**src/rtl/multicycle_controller_pkg.sv**
```systemverilog
// rtl/multicycle_controller_pkg.sv - state, opcode and control-field encodings for the multicycle controller
package mc_pkg;

  typedef enum logic [3:0] {
    FETCH    = 4'd0,
    DECODE   = 4'd1,
    MEMADR   = 4'd2,
    MEMREAD  = 4'd3,
    MEMWB    = 4'd4,
    MEMWRITE = 4'd5,
    EXECUTER = 4'd6,
    EXECUTEI = 4'd7,
    ALUWB    = 4'd8,
    BRANCH   = 4'd9,
    JALRADR  = 4'd10,
    JAL      = 4'd11,
    UTYPE    = 4'd12,
    TRAP     = 4'd13
  } state_e;

  localparam logic [6:0] OP_LW     = 7'b0000011;
  localparam logic [6:0] OP_SW     = 7'b0100011;
  localparam logic [6:0] OP_R      = 7'b0110011;
  localparam logic [6:0] OP_IMM    = 7'b0010011;
  localparam logic [6:0] OP_BRANCH = 7'b1100011;
  localparam logic [6:0] OP_JAL    = 7'b1101111;
  localparam logic [6:0] OP_JALR   = 7'b1100111;
  localparam logic [6:0] OP_LUI    = 7'b0110111;
  localparam logic [6:0] OP_AUIPC  = 7'b0010111;

  localparam logic [1:0] SRCA_PC    = 2'b00;
  localparam logic [1:0] SRCA_OLDPC = 2'b01;
  localparam logic [1:0] SRCA_RS1   = 2'b10;
  localparam logic [1:0] SRCA_ZERO  = 2'b11;

  localparam logic [1:0] SRCB_RS2  = 2'b00;
  localparam logic [1:0] SRCB_IMM  = 2'b01;
  localparam logic [1:0] SRCB_FOUR = 2'b10;

  localparam logic [1:0] RES_ALUOUT = 2'b00;
  localparam logic [1:0] RES_RDATA  = 2'b01;
  localparam logic [1:0] RES_ALU    = 2'b10;

  localparam logic [2:0] IMM_I = 3'b000;
  localparam logic [2:0] IMM_S = 3'b001;
  localparam logic [2:0] IMM_B = 3'b010;
  localparam logic [2:0] IMM_J = 3'b011;
  localparam logic [2:0] IMM_U = 3'b100;

  localparam logic [1:0] ALUOP_ADD   = 2'b00;
  localparam logic [1:0] ALUOP_SUB   = 2'b01;
  localparam logic [1:0] ALUOP_FUNCT = 2'b10;

  function automatic logic is_utype(input logic [6:0] op);
    return (op == OP_LUI) || (op == OP_AUIPC);
  endfunction

endpackage

```
**src/rtl/multicycle_controller_if.sv**
```systemverilog
// rtl/multicycle_controller_if.sv - controller <-> datapath control bundle
interface multicycle_controller_if #(
  parameter int CNT_W = 32
);
  logic             [6:0] op;
  logic                   funct3_0;
  logic                   zero;
  logic                   mem_ready;
  logic                   pcwrite;
  logic                   adrsrc;
  logic                   memwrite;
  logic                   irwrite;
  logic                   regwrite;
  logic             [1:0] resultsrc;
  logic             [1:0] alusrca;
  logic             [1:0] alusrcb;
  logic             [2:0] immsrc;
  logic             [1:0] aluop;
  logic                   illegal;
  logic                   retire;
  logic       [CNT_W-1:0] instret;

  modport master (
    input  op, funct3_0, zero, mem_ready,
    output pcwrite, adrsrc, memwrite, irwrite, regwrite, resultsrc,
           alusrca, alusrcb, immsrc, aluop, illegal, retire, instret
  );

  modport slave (
    output op, funct3_0, zero, mem_ready,
    input  pcwrite, adrsrc, memwrite, irwrite, regwrite, resultsrc,
           alusrca, alusrcb, immsrc, aluop, illegal, retire, instret
  );
endinterface

```
**src/rtl/imm_src_decoder.sv**
```systemverilog
// rtl/imm_src_decoder.sv - combinational opcode to immediate-format decode
module imm_src_decoder
  import mc_pkg::*;
(
  input  logic [6:0] op_i,
  output logic [2:0] immsrc_o
);

  always_comb begin
    immsrc_o = IMM_I;
    case (op_i)
      OP_SW:            immsrc_o = IMM_S;
      OP_BRANCH:        immsrc_o = IMM_B;
      OP_JAL:           immsrc_o = IMM_J;
      OP_LUI, OP_AUIPC: immsrc_o = IMM_U;
      default:          immsrc_o = IMM_I;
    endcase
  end

endmodule

```
**src/rtl/multicycle_controller.sv**
```systemverilog
// rtl/multicycle_controller.sv - RV32I multicycle control FSM with memory wait states, trap and instret
module multicycle_controller
  import mc_pkg::*;
#(
  parameter bit EN_UTYPE   = 1'b1,
  parameter bit EN_MEMWAIT = 1'b1,
  parameter bit TRAP_HALT  = 1'b1,
  parameter int CNT_W      = 32
) (
  input  logic                    clk,
  input  logic                    rst,
  multicycle_controller_if.master bus
);

  state_e           state_q, state_d;
  logic [CNT_W-1:0] instret_q, instret_d;

  logic       rdy;
  logic       pcwrite, adrsrc, memwrite, irwrite, regwrite, illegal, retire;
  logic [1:0] resultsrc, alusrca, alusrcb, aluop;
  logic [2:0] immsrc;

  assign rdy = EN_MEMWAIT ? bus.mem_ready : 1'b1;

  imm_src_decoder u_imm_src_decoder (
    .op_i     (bus.op),
    .immsrc_o (immsrc)
  );

  always_ff @(posedge clk) begin
    if (rst) begin
      state_q   <= FETCH;
      instret_q <= '0;
    end else begin
      state_q   <= state_d;
      instret_q <= instret_d;
    end
  end

  always_comb begin
    state_d   = state_q;
    pcwrite   = 1'b0;
    adrsrc    = 1'b0;
    memwrite  = 1'b0;
    irwrite   = 1'b0;
    regwrite  = 1'b0;
    resultsrc = RES_ALUOUT;
    alusrca   = SRCA_PC;
    alusrcb   = SRCB_RS2;
    aluop     = ALUOP_ADD;
    illegal   = 1'b0;
    retire    = 1'b0;

    case (state_q)
      FETCH: begin
        alusrcb   = SRCB_FOUR;
        resultsrc = RES_ALU;
        pcwrite   = rdy;
        irwrite   = rdy;
        if (rdy) state_d = DECODE;
      end
      DECODE: begin
        // Speculatively form oldPC+imm so branch/jal targets are ready in ALUOut
        alusrca = SRCA_OLDPC;
        alusrcb = SRCB_IMM;
        case (bus.op)
          OP_LW, OP_SW: state_d = MEMADR;
          OP_R:         state_d = EXECUTER;
          OP_IMM:       state_d = EXECUTEI;
          OP_BRANCH:    state_d = BRANCH;
          OP_JAL:       state_d = JAL;
          OP_JALR:      state_d = JALRADR;
          default: begin
            if (EN_UTYPE && is_utype(bus.op)) state_d = UTYPE;
            else                              state_d = TRAP;
          end
        endcase
      end
      MEMADR: begin
        alusrca = SRCA_RS1;
        alusrcb = SRCB_IMM;
        state_d = (bus.op == OP_SW) ? MEMWRITE : MEMREAD;
      end
      MEMREAD: begin
        adrsrc = 1'b1;
        if (rdy) state_d = MEMWB;
      end
      MEMWB: begin
        resultsrc = RES_RDATA;
        regwrite  = 1'b1;
        retire    = 1'b1;
        state_d   = FETCH;
      end
      MEMWRITE: begin
        adrsrc   = 1'b1;
        memwrite = 1'b1;
        retire   = rdy;
        if (rdy) state_d = FETCH;
      end
      EXECUTER: begin
        alusrca = SRCA_RS1;
        alusrcb = SRCB_RS2;
        aluop   = ALUOP_FUNCT;
        state_d = ALUWB;
      end
      EXECUTEI: begin
        alusrca = SRCA_RS1;
        alusrcb = SRCB_IMM;
        aluop   = ALUOP_FUNCT;
        state_d = ALUWB;
      end
      ALUWB: begin
        resultsrc = RES_ALUOUT;
        regwrite  = 1'b1;
        retire    = 1'b1;
        state_d   = FETCH;
      end
      BRANCH: begin
        alusrca   = SRCA_RS1;
        alusrcb   = SRCB_RS2;
        aluop     = ALUOP_SUB;
        resultsrc = RES_ALUOUT;
        pcwrite   = bus.zero ^ bus.funct3_0;
        retire    = 1'b1;
        state_d   = FETCH;
      end
      JALRADR: begin
        alusrca = SRCA_RS1;
        alusrcb = SRCB_IMM;
        state_d = JAL;
      end
      JAL: begin
        // PC takes the target already in ALUOut while the ALU forms the link value
        alusrca   = SRCA_OLDPC;
        alusrcb   = SRCB_FOUR;
        resultsrc = RES_ALUOUT;
        pcwrite   = 1'b1;
        state_d   = ALUWB;
      end
      UTYPE: begin
        alusrca = (bus.op == OP_LUI) ? SRCA_ZERO : SRCA_OLDPC;
        alusrcb = SRCB_IMM;
        state_d = ALUWB;
      end
      TRAP: begin
        illegal = 1'b1;
        state_d = TRAP_HALT ? TRAP : FETCH;
      end
      default: state_d = FETCH;
    endcase

    if (rst) begin
      pcwrite  = 1'b0;
      irwrite  = 1'b0;
      regwrite = 1'b0;
      memwrite = 1'b0;
      retire   = 1'b0;
      state_d  = FETCH;
    end
  end

  assign instret_d = retire ? instret_q + CNT_W'(1) : instret_q;

  assign bus.pcwrite   = pcwrite;
  assign bus.adrsrc    = adrsrc;
  assign bus.memwrite  = memwrite;
  assign bus.irwrite   = irwrite;
  assign bus.regwrite  = regwrite;
  assign bus.resultsrc = resultsrc;
  assign bus.alusrca   = alusrca;
  assign bus.alusrcb   = alusrcb;
  assign bus.immsrc    = immsrc;
  assign bus.aluop     = aluop;
  assign bus.illegal   = illegal;
  assign bus.retire    = retire;
  assign bus.instret   = instret_q;

endmodule

```
**src/flat_wrapper.sv**
```systemverilog
// flat-port wrapper written by rule: the top's interface ports become plain ports
module multicycle_controller_flat import mc_pkg::*;
#(
  parameter bit EN_UTYPE   = 1'b1,
  parameter bit EN_MEMWAIT = 1'b1,
  parameter bit TRAP_HALT  = 1'b1,
  parameter int CNT_W      = 32
)
  (clk, rst, bus_op, bus_funct3_0, bus_zero, bus_mem_ready, bus_pcwrite, bus_adrsrc, bus_memwrite, bus_irwrite, bus_regwrite, bus_resultsrc, bus_alusrca, bus_alusrcb, bus_immsrc, bus_aluop, bus_illegal, bus_retire, bus_instret);
  multicycle_controller_if #(.CNT_W(CNT_W)) bus_i ();
  input  logic clk;
  input  logic rst;
  input wire logic [$bits(bus_i.op)-1:0] bus_op;
  input wire logic [$bits(bus_i.funct3_0)-1:0] bus_funct3_0;
  input wire logic [$bits(bus_i.zero)-1:0] bus_zero;
  input wire logic [$bits(bus_i.mem_ready)-1:0] bus_mem_ready;
  output wire logic [$bits(bus_i.pcwrite)-1:0] bus_pcwrite;
  output wire logic [$bits(bus_i.adrsrc)-1:0] bus_adrsrc;
  output wire logic [$bits(bus_i.memwrite)-1:0] bus_memwrite;
  output wire logic [$bits(bus_i.irwrite)-1:0] bus_irwrite;
  output wire logic [$bits(bus_i.regwrite)-1:0] bus_regwrite;
  output wire logic [$bits(bus_i.resultsrc)-1:0] bus_resultsrc;
  output wire logic [$bits(bus_i.alusrca)-1:0] bus_alusrca;
  output wire logic [$bits(bus_i.alusrcb)-1:0] bus_alusrcb;
  output wire logic [$bits(bus_i.immsrc)-1:0] bus_immsrc;
  output wire logic [$bits(bus_i.aluop)-1:0] bus_aluop;
  output wire logic [$bits(bus_i.illegal)-1:0] bus_illegal;
  output wire logic [$bits(bus_i.retire)-1:0] bus_retire;
  output wire logic [$bits(bus_i.instret)-1:0] bus_instret;
  assign bus_i.op = bus_op;
  assign bus_i.funct3_0 = bus_funct3_0;
  assign bus_i.zero = bus_zero;
  assign bus_i.mem_ready = bus_mem_ready;
  assign bus_pcwrite = bus_i.pcwrite;
  assign bus_adrsrc = bus_i.adrsrc;
  assign bus_memwrite = bus_i.memwrite;
  assign bus_irwrite = bus_i.irwrite;
  assign bus_regwrite = bus_i.regwrite;
  assign bus_resultsrc = bus_i.resultsrc;
  assign bus_alusrca = bus_i.alusrca;
  assign bus_alusrcb = bus_i.alusrcb;
  assign bus_immsrc = bus_i.immsrc;
  assign bus_aluop = bus_i.aluop;
  assign bus_illegal = bus_i.illegal;
  assign bus_retire = bus_i.retire;
  assign bus_instret = bus_i.instret;
  multicycle_controller #(.EN_UTYPE(EN_UTYPE), .EN_MEMWAIT(EN_MEMWAIT), .TRAP_HALT(TRAP_HALT), .CNT_W(CNT_W)) u_core (.clk(clk), .rst(rst), .bus(bus_i));
endmodule
```
**config.mk**
```make
export PLATFORM = sky130hd
export DESIGN_NAME = multicycle_controller_flat
export DESIGN_NICKNAME = d
export VERILOG_FILES = /design/src/rtl/multicycle_controller_pkg.sv /design/src/rtl/multicycle_controller_if.sv /design/src/rtl/imm_src_decoder.sv /design/src/rtl/multicycle_controller.sv /design/src/flat_wrapper.sv
export SDC_FILE = /design/constraint.sdc
export NUM_CORES = 1
export LEC_CHECK = 0
export BUFFER_PORTS_ARGS = -buffer_cell sky130_fd_sc_hd__buf_2
export CORE_MARGIN = 2
export CORE_UTILIZATION = 30
export DETAILED_ROUTE_END_ITERATION = 8
export PLACE_DENSITY = 0.57
export SETUP_SLACK_MARGIN = 0.02
export SYNTH_ARGS = -nofsm -noshare
export SYNTH_HDL_FRONTEND = slang
export SYNTH_HIERARCHICAL = 1
export SYNTH_SLANG_ARGS = --single-unit
```
**constraint.sdc**
```tcl
create_clock -name clk -period 4.2 [get_ports clk]
set_input_delay 0.84 -clock clk [delete_from_list [all_inputs] [get_ports clk]]
set_output_delay 0.84 -clock clk [all_outputs]
set_load 0.01 [all_outputs]
```
# Word-level counts from Yosys, hierarchy flattened
# Index checks and enable logic that the tools add are counted.
# totals
ff_bits,36
latch_bits,0
ramBits,0
mem_bits_ro,0
in_bits,12
word_cells,68
mem_count,0
# classes
addsub,1
mul,0
div,0
magnitude_cmp,0
eq_ne,25
shifts,0
n_mux,25
bitwise_logic,1
reduce_logical,14
# op_table
cell,count
"adder 32 x 1 -> 32 bit, second input constant",1
one-hot mux 4 bit (8 select lines),1
"== test 4 bit, second input constant",6
one-hot mux 4 bit (6 select lines),1
"== test 7 x 6 -> 1 bit, second input constant",3
"== test 7 bit, second input constant",3
"== test 4 x 3 -> 1 bit, second input constant",4
"== test 7 x 5 -> 1 bit, second input constant",2
OR reduction 2 bit,7
2-to-1 mux 4 bit,3
one-hot mux 2 bit (2 select lines),3
one-hot mux 3 bit (4 select lines),1
2-to-1 mux 1 bit,11
OR reduction 5 bit,2
"== test 4 x 2 -> 1 bit, second input constant",2
"== test 7 x 2 -> 1 bit, second input constant",1
"!= test 2 bit, second input constant",3
one-hot mux 2 bit (3 select lines),1
"== test 4 x 1 -> 1 bit, second input constant",1
zero test 4 bit,1
OR reduction 4 bit,1
2-to-1 mux 3 bit,1
one-hot mux 1 bit (3 select lines),1
AND reduction 3 bit,1
other kinds (5),5

# Longest topological paths before layout
# Gate-level depths: netlist of the first run.
# logic_depth
word_depth,5
ltp_mapped,7
ltp_nobuf,6

# Modules after synthesis
# Netlist of the first run, hierarchy kept.
# by_module_without_submodules
module,instances,cells_per_inst,area_per_inst_um2,seq_area_each_um2
multicycle_controller,1,283,2229.6,720.7
imm_src_decoder,1,8,61.3,0.0

# Worst setup path after synthesis of the first run
# No wires, ideal clock.
# synth_timing
path_type,input-to-output
start,input port rst
end,output port bus_regwrite
arrival_time_ns,1.612
path_slack_ns,1.748
cell_stages,2
path_cell_list,clkbuf_1 a2111oi_0
# synth_between
elab_chain_cells,1
# synth_lines
element,line_no,source
start: declaration,flat_wrapper.sv:12,input logic rst;
2-to-1 mux 1 bit,multicycle_controller.sv:152,if (rst) begin
end: declaration,flat_wrapper.sv:21,output wire logic [$bits(bus_i.regwrite)-1:0] bus_regwrite;
# Every way passes these cells.

# Worst setup path after layout of the first run
# layout_timing
start,register u_core.state_q[1]
end,output port bus_alusrca[0]
# layout_between
elab_chain_cells,3
# layout_lines
element,line_no,source
start: declaration,multicycle_controller.sv:15,"state_e state_q, state_d;"
start signal: assignment,multicycle_controller.sv:35,state_q <= state_d;
== test 4 bit (tied with other cells),multicycle_controller.sv:54,case (state_q)
OR reduction 5 bit (no line) or OR reduction 2 bit (tied branches),--,
one-hot mux 2 bit (3 select lines) *,multicycle_controller.sv:54,
end: declaration,flat_wrapper.sv:23,output wire logic [$bits(bus_i.alusrca)-1:0] bus_alusrca;
# Every way passes the cells marked *; elsewhere a longest branch is shown, timed or not.

==> impl_metrics.csv, run 1 <==
group,metric,value,unit
outcome,status,"finished, final reports clean",
die,die_width,91.4,um
global_routing,grt_usage,14.7,%
power,p_per_area,318,nW/um2
place,io_buffer_count,61,
timing,hold_viol,0,
synth,async_flop_share,0,%
cts,hold_buffers,0,
timing,period_share,73.9,%
cts,postCtsSetupRepairBufs,0,
route,drc,0,
worst_setup_path,slowest_delay,1.02,ns
worst_setup_path,crit_type,"reg -> out",
cells_and_area,fin_nets,356,
power,power.leakage,1.11,nW
timing,report.final.slew_viol_count,0,
worst_setup_path,crit_arrival,2.26,ns
cells_and_area,most-common-layout-cells,"buf_2 (61), nor2_1 (46), dfxtp_1 (36)",
power,peakVddDrop,0.134,mV
power,pwr-share-seq,44.1,%
timing,rsz0062_at_grt,"no",
global_routing,grt_max_degree,44,
cells_and_area,mostFrequentLayoutCell,"buf_2",
route,vias_per_cell,5.08,
global_routing,grt_overflow,0,
place,dp.cells,435,
worst_setup_path,slowest_stage,"dfxtp_1",
worst_setup_path,required,3.36,ns
timing,finalSetupTns,0,ns
worst_setup_path,endpoint_kind,"output pin",
die,io_pins,62,
die,die_h,91.4,um
cells_and_area,n_antenna_cell,0,
synth,synth-edff-count,0,
timing,max_freq,322,MHz
die,fp.coreArea,7330,um2
global_routing,antenna_found_initial,0,
power,power.switching,0.278,mW
cts,tritoncts,"built",
cells_and_area,fillers,769,
cells_and_area,fin_util,37.8,%
power,power_frac_comb,21.4,%
route,ant_nets,0,
worst_setup_path,cp_num_buf_inv,2,
synth,seq_area_frac_synth,31.5,%
synth,synth.distinct_cells,54,
worst_setup_path,start_kind,"register",
route,wl,6000,um
route,vias,2252,
global_routing,grt_pass1_wl,10100,um
route,first_pass_iters,4,
timing,final.min_clock_period,3.10,ns
route,routedWlPerCell,13.5,um
synth,syn_avg_cell_area,7.87,um2
die,rows,31,
cts,clk_pin_slew_worst_paths,0.07,ns
synth,syn_inst,291,
die,die_area,8350,um2
cells_and_area,syn_to_final_growth,21.0,%
cells_and_area,drive_gt1_share,24.1,%
synth,synth_flop_cell,"dfxtp_1",
place,hpwl,4290,um
power,clkPwrFrac,34.6,%
hold_path,hp-class,"reg -> reg",
die,initial_core_util,31.3,%
timing,max_slew.worst_pin.slew,1.06,ns
cts,cts_buffer_depth,2,
cts,cts_resized,0,
synth,mappedNetlistNets,304,
place,place_congestion,0.811,
synth,ys_ff_latch,36,
route,drt_iter0_markers,137,
timing,finalClockSkew,0.0106,ns
power,swShare,31.6,%
cells_and_area,fin_cells,443,
cts,cts_buffers,5,
run,drv_cap,0,
synth,ys_warn_count,6,
cts,h-tree-depth,2,
cts,cts.sink_count,36,
worst_setup_path,path_max_fanout,31,
synth,netlist_area,2290,um2
worst_setup_path,critPathTopFamily,"flip-flops",
cts,cts_root_buf,"clkbuf_8",
power,internal_power,0.604,mW
timing,setup_viol,0,
timing,maxSlewHeadroom,29.4,%
global_routing,grt_pass1_vias,2081,
cts,clk_latency,0.29,ns
worst_setup_path,cp_cell_sequence,"inv_1 -> nand2_1 -> nor3_1 -> a21o_1 -> buf_2",
## cell families (layout without fill, tap and decap cells)
| family | count (synthesis) | after routing | synth area share, % |
|---|---|---|---|
| xor gates and xnor gates | 28 | 28 | 10.7 |
| muxes | 1 | 1 | 0.491 |
| adders and majority gates | 1 | 1 | 0.546 |
| and+or+nand+nor | 154 | 154 | 39.8 |
| buffers and inverters | 24 | 77 | 4.04 |
| AOI/OAI and AO/OA | 47 | 47 | 13.0 |
| DFF | 36 | 36 | 31.5 |
## worst reg2reg max path, stage by stage, from the launching register on
cell	delay (ns)
dfxtp_1	0.74
nand2b_1	0.32
o21a_1	0.41
nor4_2	0.42
nand3_1	0.13
mux2_2	0.28
## final cells by class
cell class | instances | area [um2] | area share (%)
multi-input combinational | 231 | 1480 | 53.3
clock inverter | 3 | 42.5 | 1.53
inverter | 7 | 26.3 | 0.948
timing repair buffer | 62 | 313 | 11.3
tap | 99 | 124 | 4.47
sequential | 36 | 721 | 26.0
clock buffer | 5 | 68.8 | 2.48
## power groups by stage
| stage | combinational [mW] | clock [mW] | sequential (mW) |
|---|---|---|---|
| floorplan | 0.149 | 0 | 0.372 |
| global placement | 0.186 | 0 | 0.396 |
| detailed placement | 0.188 | 0 | 0.396 |
| CTS | 0.189 | 0.316 | 0.388 |
| global route | 0.209 | 0.333 | 0.393 |
| finish | 0.189 | 0.305 | 0.389 |
## synthesized netlist by cell type (all sizes together), types with 2 or more instances
cell | count | area, um2
and4 | 4 | 35.0
a211oi | 2 | 15.0
nand2b | 4 | 25.0
a21oi | 13 | 65.1
o21bai | 2 | 15.0
nor3b | 2 | 15.0
nor2 | 46 | 173
and4b | 2 | 20.0
or3 | 7 | 43.8
nand3 | 12 | 77.6
nor4b | 2 | 23.8
xor2 | 15 | 131
clkbuf | 14 | 52.6
dfxtp | 36 | 721
a21o | 2 | 15.0
a32oi | 2 | 17.5
o21a | 2 | 15.0
nand4 | 18 | 134
buf | 3 | 13.8
nor4 | 10 | 98.8
nand2 | 17 | 66.3
nand4b | 4 | 35.0
xnor2 | 13 | 114
nor3 | 9 | 45.0
o31ai | 2 | 15.0
nor2b | 7 | 43.8
o21ai | 14 | 73.8
inv | 7 | 26.3
nand3b | 3 | 22.5
and3 | 4 | 26.3
## metal layers
| metal | wire length [um] | GRT usage [%] |
|---|---|---|
| met1 | 2980 | 20.8 |
| met2 | 2740 | 21.8 |
| met3 | 195 | 3.90 |
| met4 | 85 | 4.42 |
| met5 | 0 | 0 |
## flip-flops by register name, summed over array words and instances (netlist names)
register	count
u_core/state_q	4
u_core/bus.instret	32
## worst paths after layout
| path | from | to | slack [ns] | depth (start not counted) |
|---|---|---|---|---|
| setup reg to reg | u_core/state_q[2]$_SDFFE_PP0P_ | u_core/bus.instret[8]$_SDFFE_PP0P_ | 1.79 | 5 |
| hold reg to reg | u_core/bus.instret[31]$_SDFFE_PP0P_ | u_core/bus.instret[31]$_SDFFE_PP0P_ | 0.49 | 2 |
| hold / removal | u_core/bus.instret[31]$_SDFFE_PP0P_ | u_core/bus.instret[31]$_SDFFE_PP0P_ | 0.49 | 2 |
| setup / recovery | u_core/state_q[1]$_SDFFE_PP0P_ | bus_alusrca[0] | 1.10 | 5 |
## through the flow
step	area [um2]	worst slack, ns	hold slack (ns)	power [mW]
after floorplan	2290	1.75	0.502	0.521
after detailed placement	2660	1.42	0.484	0.584
after global placement	2660	1.46	0.483	0.582
final	2770	1.10	0.493	0.882
after global routing	2770	0.855	0.529	0.935
after CTS	2770	1.11	0.497	0.893
Power figures use the tool's default switching activity.
==> run 2, diff against run 1 <==
Settings changed: ABC_AREA set to 1, PLACE_DENSITY 0.57 to 0.58.
Clock period 4.2 ns to 2.54 ns, I/O delays scaled along.
==> run 2 against run 1 <==
Non-clock buffer count is 3 higher. Combinational power grew to 3.3 times the previous value. Sequential share of layout area is 2.6 points lower. Hold slack better by 0.0056 ns. Power is 89% higher. Global-route usage is 1.8 points higher. Critical path type unchanged. Register-to-register slack worse by 1.1 ns.
==> impl_metrics.csv, run 2 <==
group,metric,value,unit
synth,yosys.area_share.simple,50.8,%
timing,period_share,88.3,%
cts,cts.sink_count,36,
synth,synth-edff-count,0,
cells_and_area,mostFrequentLayoutCell,"nand2_1",
power,swShare,40.9,%
cells_and_area,seqCellArea,721,um2
worst_setup_path,r2r_slack,0.69,ns
cts,clk_pin_slew_worst_paths,0.07,ns
timing,finalClockSkew,0.00463,ns
power,internal_power,0.982,mW
cts,h-tree-depth,2,
place,hpwl,6060,um
cts,cts_buffer_depth,2,
synth,async_flop_share,0,%
power,power.switching,0.681,mW
global_routing,grt_pass1_wl,12800,um
worst_setup_path,slowest_delay,0.37,ns
cells_and_area,syn_to_final_growth,18.8,%
global_routing,grt_max_degree,31,
cts,clk_latency,0.29,ns
global_routing,grt_pass1_vias,2649,
cells_and_area,n_antenna_cell,0,
die,initial_core_util,31.3,%
power,power.leakage,1.42,nW
worst_setup_path,path_max_fanout,6,
synth,synth.distinct_cells,32,
timing,max_freq,446,MHz
outcome,status,"finished, final reports clean",
worst_setup_path,cp_num_buf_inv,2,
power,power_frac_comb,38.0,%
worst_setup_path,critPathTopFamily,"simple AND/OR/NAND/NOR gates",
worst_setup_path,start_kind,"register",
die,die_width,97.1,um
synth,netlist_area,2600,um2
synth,ys_warn_count,6,
global_routing,antenna_found_initial,0,
cts,cts_root_buf,"clkbuf_8",
cells_and_area,most-common-layout-cells,"nand2_1 (175), nor2_1 (73), buf_2 (61)",
place,io_buffer_count,61,
timing,hold_viol,0,
die,io_pins,62,
synth,synth_fa_ha_area_share,0.482,%
synth,synth_flop_cell,"dfxtp_1",
die,die_h,97.1,um
timing,maxSlewHeadroom,58.5,%
route,vias,2928,
synth,synth_area_leaders,"dfxtp_1 (28%), nand2_1 (25%), nor2_1 (11%)",
cts,cts_buffers,5,
cells_and_area,multi_input_area,1640,um2
worst_setup_path,required,2.03,ns
route,vias_per_cell,4.69,
worst_setup_path,endpoint_kind,"output pin",
global_routing,grt_usage,16.5,%
synth,syn_inst,456,
cells_and_area,largest_register_ffs,32,
synth,yosysTopAreaCell,"dfxtp_1",
cells_and_area,fin_cells,624,
route,drt_iter0_markers,126,
synth,synth_mux_area_share,0,%
synth,synthTopCellsByCount,"nand2_1 (175), nor2_1 (73), inv_1 (44)",
run,drv_cap,0,
die,fp.coreArea,8300,um2
cells_and_area,drive_gt1_share,17.1,%
synth,synth_top_family_by_area,"simple AND/OR/NAND/NOR gates",
timing,whs,0.498,ns
power,p_per_area,539,nW/um2
die,die_area,9420,um2
place,place_congestion,0.889,
cells_and_area,fin_nets,532,
timing,max_slew.worst_pin.slew,0.620,ns
route,wl,7740,um
timing,rsz0062_at_grt,"no",
cts,cts_resized,0,
route,first_pass_iters,4,
synth,mappedNetlistNets,469,
power,peakVddDrop,0.348,mV
synth,synth_compound_gate_area_share,9.59,%
route,ant_nets,0,
cts,tritoncts,"built",
route,routedWlPerCell,12.4,um
worst_setup_path,cp_cell_sequence,"nor2_1 -> inv_1 -> nor3_1 -> nand3_1 -> nand4_1 -> buf_2",
synth,synth_most_common_cell,"nand2_1",
timing,final.min_clock_period,2.24,ns
cells_and_area,fillers,962,
worst_setup_path,crit_type,"reg -> out",
timing,report.final.slew_viol_count,0,
hold_path,hp-class,"reg -> reg",
synth,synth_top_area_share,27.7,%
synth,synth_xor_area_share,2.36,%
timing,finalSetupTns,0,ns
cts,postCtsSetupRepairBufs,0,
synth,syn_avg_cell_area,5.70,um2
cts,hold_buffers,0,
global_routing,grt_overflow,0,
synth,seq_area_frac_synth,27.7,%
route,drc,0,
synth,ys_ff_latch,36,
timing,setup_viol,0,
worst_setup_path,crit_arrival,1.74,ns
power,pwr-share-seq,38.1,%
die,rows,33,
worst_setup_path,slowest_stage,"dfxtp_1",
cells_and_area,fin_util,37.2,%
power,clkPwrFrac,23.9,%
place,dp.cells,617,
run 2: changes by cell type after synthesis, moves of 10 or more:
cell / before / now
xnor2_1: 13 / 1
clkbuf_1: 14 / 3
nor2_1: 46 / 73
nand4_1: 16 / 3
nand3b_1: 3 / 13
inv_1: 7 / 44
a21oi_1: 13 / 27
nand2_1: 16 / 175
run 2: final cells by class:
| type | instances | share of cell area [%] |
|---|---|---|
| multi-input combinational | 363 | 53.2 |
| clock inverter | 1 | 0.162 |
| sequential | 36 | 23.3 |
| timing repair buffer | 65 | 10.9 |
| inverter | 48 | 5.84 |
| tap | 105 | 4.26 |
| clock buffer | 6 | 2.35 |
run 2: final timing paths:
kind,from,end,cells after the start
worst max-delay path,u_core/state_q[0]$_SDFFE_PP0P_,bus_alusrca[1],6
worst min-delay path,u_core/bus.instret[31]$_SDFFE_PP0P_,u_core/bus.instret[31]$_SDFFE_PP0P_,2
worst max register to register,u_core/bus.instret[1]$_SDFFE_PP0P_,u_core/bus.instret[18]$_SDFFE_PP0P_,8
worst min register to register,u_core/bus.instret[31]$_SDFFE_PP0P_,u_core/bus.instret[31]$_SDFFE_PP0P_,2
run 2: worst reg2reg max path, delay by kind of cell (launching register included):
family                     cells  cell delay, ns
adders and majority gates      1            0.20
AOI/OAI and AO/OA              1            0.18
and+or+nand+nor                5            0.85
DFF                            1            0.37
buffers and inverters          1            0.15
run 2: logic make-up (layout without fill, tap and decap cells):
| logic type | Yosys count | after routing |
|---|---|---|
| buf+inv | 57 | 120 |
| compound gates | 46 | 46 |
| flops | 36 | 36 |
| simple gates | 309 | 309 |
| fa+ha+maj | 1 | 1 |
| xor+xnor | 7 | 7 |
run 2: power by group through the flow:
stage	clock, mW	combinational [mW]	sequential [mW]
floorplan	0	0.448	0.644
global placement	0	0.638	0.646
detailed placement	0	0.639	0.646
CTS	0.421	0.643	0.633
global route	0.441	0.710	0.639
finish	0.398	0.631	0.633
run 2: metrics by stage:
| stage | total power, mW | cell area [um2] | setup WS [ns] |
|---|---|---|---|
| floorplan | 1.09 | 2600 | 0.821 |
| detailed placement | 1.28 | 3010 | 0.598 |
| CTS | 1.70 | 3090 | 0.269 |
| global route | 1.79 | 3090 | 0.191 |
| finish | 1.66 | 3090 | 0.297 |
| global placement | 1.28 | 3010 | 0.602 |
run 2: routing by layer:
metal	part of all wire, %	global-route usage [%]	vias up
li1	-	-	1564
met1	50	23.2	1296
met2	45	26.2	62
met3	4.7	2.95	6
met4	1.1	4.55	0
met5	0	0	-
==> run 3, diff against run 2 <==
Settings changed: MAX_ROUTING_LAYER set to met4.
==> run 3 against run 2 <==
First-iteration DRC count is 4.0% lower. Setup slack worse by 0.0071 ns. Via count hardly changed. Hold slack worse by 0.0042 ns. Global-route usage is 0.70 points higher. Clock skew is 0.0045 ns higher. Final area is 0.41% higher. Fmax is 0.32% lower.
==> impl_metrics.csv, run 3 (synthesis results as in run 2) <==
group,metric,value,unit
route,drt_iter0_markers,121,
run,drv_cap,0,
die,io_pins,62,
timing,maxSlewHeadroom,57.4,%
worst_setup_path,slowest_stage,"nor3_1",
cells_and_area,fillers,921,
worst_setup_path,required,2.03,ns
worst_setup_path,slowest_delay,0.38,ns
route,drc,0,
cts,clk_pin_slew_worst_paths,0.08,ns
route,routedWlPerCell,12.6,um
cells_and_area,drive_gt1_share,17.3,%
power,power.leakage,1.42,nW
die,fp.coreArea,8300,um2
global_routing,grt_usage,17.2,%
place,io_buffer_count,61,
timing,period_share,88.6,%
timing,hold_viol,0,
worst_setup_path,crit_arrival,1.74,ns
die,die_width,97.1,um
die,die_area,9420,um2
timing,setup_viol,0,
cts,cts.sink_count,36,
worst_setup_path,r2r_start,"u_core/state_q[1]$_SDFFE_PP0P_",
cells_and_area,syn_to_final_growth,19.3,%
place,dp.cells,616,
cts,clk_latency,0.30,ns
worst_setup_path,worstRegToRegCells,8,
global_routing,antenna_found_initial,0,
route,vias,2927,
cells_and_area,mostFrequentLayoutCell,"nand2_1",
cts,h-tree-depth,2,
global_routing,grt_pass1_vias,2741,
timing,finalClockSkew,0.00914,ns
cts,hold_buffers,0,
cells_and_area,fin_util,37.3,%
cts,postCtsSetupRepairBufs,0,
worst_setup_path,cp_cell_sequence,"nor2_1 -> inv_1 -> nor3_1 -> nand3_1 -> nand4_1 -> buf_2",
die,die_h,97.1,um
timing,final.min_clock_period,2.25,ns
cts,cts_buffers,5,
cells_and_area,fin_nets,531,
cells_and_area,fin_cells,624,
worst_setup_path,r2r_slack,0.68,ns
timing,rsz0062_at_grt,"no",
place,hpwl,6070,um
route,ant_nets,0,
worst_setup_path,crit_end,"bus_alusrca[1]",
power,peakVddDrop,0.251,mV
cells_and_area,largest_register_ffs,32,
outcome,status,"finished, final reports clean",
cts,cts_resized,0,
place,place_congestion,0.906,
cells_and_area,n_antenna_cell,0,
worst_setup_path,startpoint,"u_core/state_q[1]$_SDFFE_PP0P_",
cts,tritoncts,"built",
hold_path,hp-class,"reg -> reg",
die,rows,33,
worst_setup_path,path_max_fanout,7,
cts,cts_buffer_depth,2,
timing,finalSetupTns,0,ns
route,first_pass_iters,4,
route,wl,7870,um
cells_and_area,most-common-layout-cells,"nand2_1 (175), nor2_1 (73), buf_2 (61)",
worst_setup_path,r2r_end,"u_core/bus.instret[8]$_SDFFE_PP0P_",
timing,max_slew.worst_pin.slew,0.637,ns
cells_and_area,seqCellArea,721,um2
worst_setup_path,start_kind,"register",
route,vias_per_cell,4.69,
cells_and_area,multi_input_area,1640,um2
worst_setup_path,crit_type,"reg -> out",
timing,max_freq,444,MHz
cts,cts_root_buf,"clkbuf_8",
global_routing,grt_max_degree,31,
die,initial_core_util,31.3,%
power,p_per_area,555,nW/um2
global_routing,grt_pass1_wl,13000,um
worst_setup_path,endpoint_kind,"output pin",
global_routing,grt_overflow,0,
timing,report.final.slew_viol_count,0,
run 3: critical path: cells and delay by family, from the launching register on:
| family | cells | cell delay (ns) |
|---|---|---|
| buffers and inverters | 2 | 0.22 |
| and+or+nand+nor | 4 | 0.85 |
| DFF | 1 | 0.37 |
run 3: worst min-delay path by stage:
stage,start,end,slack (ns),cells after the start
global route,u_core/bus.instret[31]$_SDFFE_PP0P_,u_core/bus.instret[31]$_SDFFE_PP0P_,0.53,2
finish,u_core/bus.instret[31]$_SDFFE_PP0P_,u_core/bus.instret[31]$_SDFFE_PP0P_,0.49,2
CTS,u_core/bus.instret[31]$_SDFFE_PP0P_,u_core/bus.instret[31]$_SDFFE_PP0P_,0.50,2
global placement,u_core/bus.instret[31]$_SDFFE_PP0P_,u_core/bus.instret[31]$_SDFFE_PP0P_,0.48,2
detailed placement,u_core/bus.instret[31]$_SDFFE_PP0P_,u_core/bus.instret[31]$_SDFFE_PP0P_,0.48,2
floorplan,u_core/bus.instret[31]$_SDFFE_PP0P_,u_core/bus.instret[31]$_SDFFE_PP0P_,0.51,2
run 3: layer usage:
metal	share of wire, %	GRT usage, %
met5	0	-
met4	1.0	4.33
met3	5.6	2.52
met2	45	28.3
met1	48	22.4
run 3: where the power goes:
part	leakage [nW]	total (mW)	switching [mW]	internal, mW
Sequential	0.291	0.630	0.0354	0.595
Combinational	1.08	0.637	0.443	0.194
Clock	0.0434	0.451	0.231	0.220
run 3: layout make-up:
cell class | instances | area share (%)
Multi-Input combinational cell | 363 | 53.0
Inverter | 48 | 5.81
Tap cell | 105 | 4.24
Sequential cell | 36 | 23.3
Clock buffer | 6 | 2.66
Timing Repair Buffer | 64 | 10.6
Clock inverter | 2 | 0.484
run 3: through the flow:
stage	setup WS, ns	hold slack [ns]	power, mW	area [um2]
after floorplan	0.821	0.506	1.09	2600
after global placement	0.673	0.483	1.28	3000
after detailed placement	0.610	0.485	1.28	3000
after CTS	0.280	0.498	1.74	3100
after global routing	0.112	0.531	1.83	3100
final	0.290	0.494	1.72	3100
